<file path="src/rtl/wire_ops_packer.sv">
// Packs WireOps result bytes little-endian into 32-bit words with byte count and
// XOR checksum, buffered in a first-word-fall-through FIFO toward a valid/ready port.
module wire_ops_packer #(
    parameter int DEPTH = 4,
    parameter int LVL_W = $clog2(DEPTH + 1)
) (
    input  logic             sys_clk,
    input  logic             sys_rst_n,
    input  logic             in_valid,
    input  logic [7:0]       in_data,
    input  logic             flush,
    output logic             out_valid,
    input  logic             out_ready,
    output logic [31:0]      out_data,
    output logic [2:0]       out_count,
    output logic [7:0]       out_csum,
    output logic [LVL_W-1:0] level,
    output logic             overflow
);

    localparam int PTR_W = $clog2(DEPTH);
    localparam logic [LVL_W-1:0] FULL_LVL = LVL_W'(DEPTH);

    logic [1:0]       lane_q;
    logic [31:0]      asm_q;
    logic [7:0]       acc_q;
    logic [PTR_W-1:0] rd_ptr_q, wr_ptr_q;
    logic [LVL_W-1:0] level_q;
    logic             overflow_q;

    logic [31:0] mem_data_q [DEPTH];
    logic [2:0]  mem_cnt_q  [DEPTH];
    logic [7:0]  mem_csum_q [DEPTH];

    logic [31:0] asm_d;
    logic [7:0]  acc_d;
    logic [2:0]  eff_cnt;
    logic        push_req, push_ok, pop;

    // Lanes above the current one are always zero, so the assembly register
    // with this cycle's byte merged in is already the zero-padded word.
    always_comb begin
        asm_d = asm_q;
        acc_d = acc_q;
        if (in_valid) begin
            asm_d[{lane_q, 3'b000} +: 8] = in_data;
            acc_d = acc_q ^ in_data;
        end
        eff_cnt  = {1'b0, lane_q} + {2'b00, in_valid};
        push_req = (in_valid && lane_q == 2'd3) || (flush && eff_cnt != 3'd0);
        pop      = out_valid && out_ready;
        push_ok  = push_req && (level_q != FULL_LVL || pop);
    end

    always_ff @(posedge sys_clk) begin
        if (!sys_rst_n) begin
            lane_q     <= '0;
            asm_q      <= '0;
            acc_q      <= '0;
            rd_ptr_q   <= '0;
            wr_ptr_q   <= '0;
            level_q    <= '0;
            overflow_q <= 1'b0;
        end else begin
            if (push_req) begin
                lane_q <= '0;
                asm_q  <= '0;
                acc_q  <= '0;
            end else if (in_valid) begin
                lane_q <= lane_q + 2'd1;
                asm_q  <= asm_d;
                acc_q  <= acc_d;
            end
            if (push_ok) wr_ptr_q <= wr_ptr_q + PTR_W'(1);
            if (pop)     rd_ptr_q <= rd_ptr_q + PTR_W'(1);
            if (push_ok && !pop)
                level_q <= level_q + LVL_W'(1);
            else if (!push_ok && pop)
                level_q <= level_q - LVL_W'(1);
            if (push_req && !push_ok) overflow_q <= 1'b1;
        end
    end

    // Storage carries no reset; occupancy alone decides what is visible.
    always_ff @(posedge sys_clk) begin
        if (push_ok) begin
            mem_data_q[wr_ptr_q] <= asm_d;
            mem_cnt_q[wr_ptr_q]  <= eff_cnt;
            mem_csum_q[wr_ptr_q] <= acc_d;
        end
    end

    assign out_valid = (level_q != '0);
    assign out_data  = out_valid ? mem_data_q[rd_ptr_q] : '0;
    assign out_count = out_valid ? mem_cnt_q[rd_ptr_q]  : '0;
    assign out_csum  = out_valid ? mem_csum_q[rd_ptr_q] : '0;
    assign level     = level_q;
    assign overflow  = overflow_q;

endmodule

</file>
<file path="config.mk">
export PLATFORM = sky130hd
export DESIGN_NAME = wire_ops_packer
export DESIGN_NICKNAME = d
export VERILOG_FILES = /design/src/rtl/wire_ops_packer.sv
export SDC_FILE = /design/constraint.sdc
export NUM_CORES = 1
export LEC_CHECK = 0
export ABC_AREA = 1
export CORE_MARGIN = 4
export CORE_UTILIZATION = 50
export CTS_CLUSTER_DIAMETER = 50
export DETAILED_ROUTE_END_ITERATION = 8
export PLACE_DENSITY_LB_ADDON = 0.15
export SLEW_MARGIN = 0
export SYNTH_ARGS = -nofsm -noshare
export SYNTH_HDL_FRONTEND = slang
export SYNTH_SLANG_ARGS = --single-unit
export TNS_END_PERCENT = 1
</file>
<file path="constraint.sdc">
create_clock -name sys_clk -period 5.3 [get_ports sys_clk]
set_input_delay 1.325 -clock sys_clk [delete_from_list [all_inputs] [get_ports sys_clk]]
set_output_delay 1.325 -clock sys_clk [all_outputs]
set_load 0.02 [all_outputs]
</file>
==> flow_metrics.tcl <==
set metrics [dict create \
    cts_buffer_depth 3 \
    syn2layout_area_growth_pct 18.2 \
    vdd_drop_max_mv 0.268 \
    period_share_pct 78.7 \
    antenna_found_initial 0 \
    finalWirelength_um 19300 \
    worst_slew_pin_slew_ns 0.960 \
    grt.total_usage_pct 19.4 \
    worst_hold_slack_ns 0.497 \
    io_pins 61 \
    die-area_um2 20300 \
    gp_congestion 0.899 \
    r2r_slack_ns 2.23 \
    finalSetupViolations 0 \
    period_needed_ns 4.17 \
    final_antenna_net_count 0 \
    post_cts_buffers 0 \
    status "finished, final reports clean" \
    num_vias 5868 \
    dpl_worst_slack_ns 0.962 \
    met2_usage_pct 33.6 \
    grt_setup_unrepaired "false" \
    wire_per_inst_um 17.1 \
    grt_busiest_layer "met2" \
    fin_cells 1131 \
    yosysSeqAreaShare_pct 68.7 \
    crit-reg2reg-capture "level[1]" \
    start_util_pct 51.7 \
    netlist_instances 827 \
    ys_ff_latch 224 \
    drc_errors 0 \
    hold_path_depth 2 \
    grt_pass1_wl_um 31400 \
    yosysTopAreaCellShare_pct 57.2 \
    holdPathEnd "overflow" \
    via_per_inst 5.19 \
    synth_most_common_cell "nor2_1" \
    reg2reg_depth 13 \
    hp-start "overflow" \
    core_um2 17500 \
    clk_pin_slew_worst_paths_ns 0.06 \
    worstPathArrival_ns 2.85 \
    cts-resized-gates 0 \
    clock_sinks 224 \
    hp-class "reg -> reg" \
    antenna_cells 0 \
    root_buffer "clkbuf_16" \
    grt_overflow_total 0 \
    use_met3_pct 2.82 \
    row_count 48 \
    maxCapViolCount 0 \
    hold_viol 0 \
    insertion_delay_ns 0.51 \
    syn_avg_cell_area_um2 10.9 \
    firstDrtPassIters 5 \
    grt_pass1_vias 5932 \
    grt_use_met1_pct 26.1 \
    setup_slack_ns 1.13 \
    cts_buffers 24 \
    synth_top_cell_by_area "edfxtp_1" \
    drtIter0Drc 332 \
    synth_common_cells "nor2_1, edfxtp_1, o21ai_0" \
    startpoint_type "register" \
    syn_area_um2 9030 \
    die_x_um 142 \
    die_h_um 142 \
    setup_tns_ns 0 \
    drive_gt1_share_pct 7.95 \
    hold_buffers 0 \
    powerDensity_nw_per_um2 495 \
    power_mw 5.29 \
    timing.slew.headroom_pct 36.0 \
    grt_max_degree 87 \
    ys_warn_count 0 \
    fillers 1396 \
    end_kind "output pin" \
    fmax_ghz 0.240 \
    ys.flop_type "edfxtp_1" \
    nets 914 \
    power.static_leakage_nw 3.96 \
    criticalPathCategory "reg -> out" \
    required_ns 3.97 \
    hpwlAfterDp_um 12200 \
    drv_slew 0 \
    fin_worst_skew_ns 0.0224 \
    cts_max_level 1 \
    syn_nets 853 \
    synthArstFlopShare_pct 0 \
    place_inst 1087 \
    synth_cell_type_count 30 \
    synth_edf_count 172 \
    path_max_fanout 86 \
    io_buffers 60 \
    yosys-top-cells-area "edfxtp_1, dfxtp_1, nor2_1" \
    rr_startpoint "lane_q[0]" \
    cts_tree "yes" \
]
==> how the worst max path moves through the flow <==
stage | from | end | slack (ns) | depth (start not counted)
after floorplan | in_valid | mem_cnt_q[0][0] | 0.81 | 8
after global placement | in_valid | mem_data_q[2][25] | 1.06 | 10
after detailed placement | in_valid | mem_data_q[2][27] | 0.96 | 10
after CTS | register | out_data[11] | 1.12 | 6
after global routing | register | out_data[11] | 0.95 | 6
final | register | out_data[11] | 1.13 | 6
==> state kept, by name, summed over array words and instances, names as in the netlist, named ones only <==
register	flops
rd_ptr_q	2
acc_q	8
asm_q	32
wr_ptr_q	2
overflow	1
mem_cnt_q	12
mem_data_q	128
lane_q	2
mem_csum_q	32
level	3
==> layout by cell type, fill, tap and decap left out, drive strengths merged, types with 12 or more instances in the layout <==
cell	synthesis	routed
a21oi	54	54
inv	64	65
edfxtp	172	172
clkdlybuf4s50	0	60
buf	19	15
nor2b	15	15
nand2	58	58
ha	12	12
o21ai	106	106
clkbuf	21	34
dfxtp	52	52
nor2	219	219
==> area by class of cell <==
| class | instances | area [µm²] | share of cell area (%) |
|---|---|---|---|
| repair buffers | 75 | 726 | 6.80 |
| clock inverters | 10 | 133 | 1.24 |
| flip-flops and latches | 224 | 6210 | 58.1 |
| well taps | 225 | 282 | 2.64 |
| inverters | 65 | 244 | 2.29 |
| clock buffers | 34 | 669 | 6.27 |
| multi-input cells | 498 | 2420 | 22.6 |
==> power by group <==
group	internal, mW	total [mW]	switching, mW
registers	2.00	2.04	0.0402
logic	0.586	1.56	0.974
clock network	1.03	1.68	0.655
==> metal layers <==
layer  part of all wire (%)  vias up
li1                       -     2904
met1                     44     2820
met2                     49      124
met3                    5.4       20
met4                    1.2        0
met5                      0        -
==> cells by family after synthesis <==
group                    count (synthesis)  share of synthesized area (%)
buffers and inverters                  105                           4.86
flip-flops                             224                           68.7
adder cells (fa/ha/maj)                 13                           1.88
XOR/XNOR                                 9                          0.873
AO/OA/AOI/OAI                          176                           10.4
AND/OR/NAND/NOR                        300                           13.2
==> per-stage QoR <==
| stage | util (%) | area [µm²] |
|---|---|---|
| 6_report | 61.1 | 10700 |
| 4_1_cts | 61.1 | 10700 |
| 3_3_place_gp | 56.5 | 9870 |
| 5_1_grt | 61.1 | 10700 |
| 2_1_floorplan | - | 9030 |
| 3_5_place_dp | 56.5 | 9870 |
==> critical path, cell delays in order (launching register included) <==
cell and delay (ns):
dfxtp_2 0.33, buf_4 0.70, nor2_1 0.11, nor2_1 0.11, o21ai_0 0.12, a21oi_1 0.24
clkdlybuf4s50_1 0.65
Power figures use the tool's default switching activity.
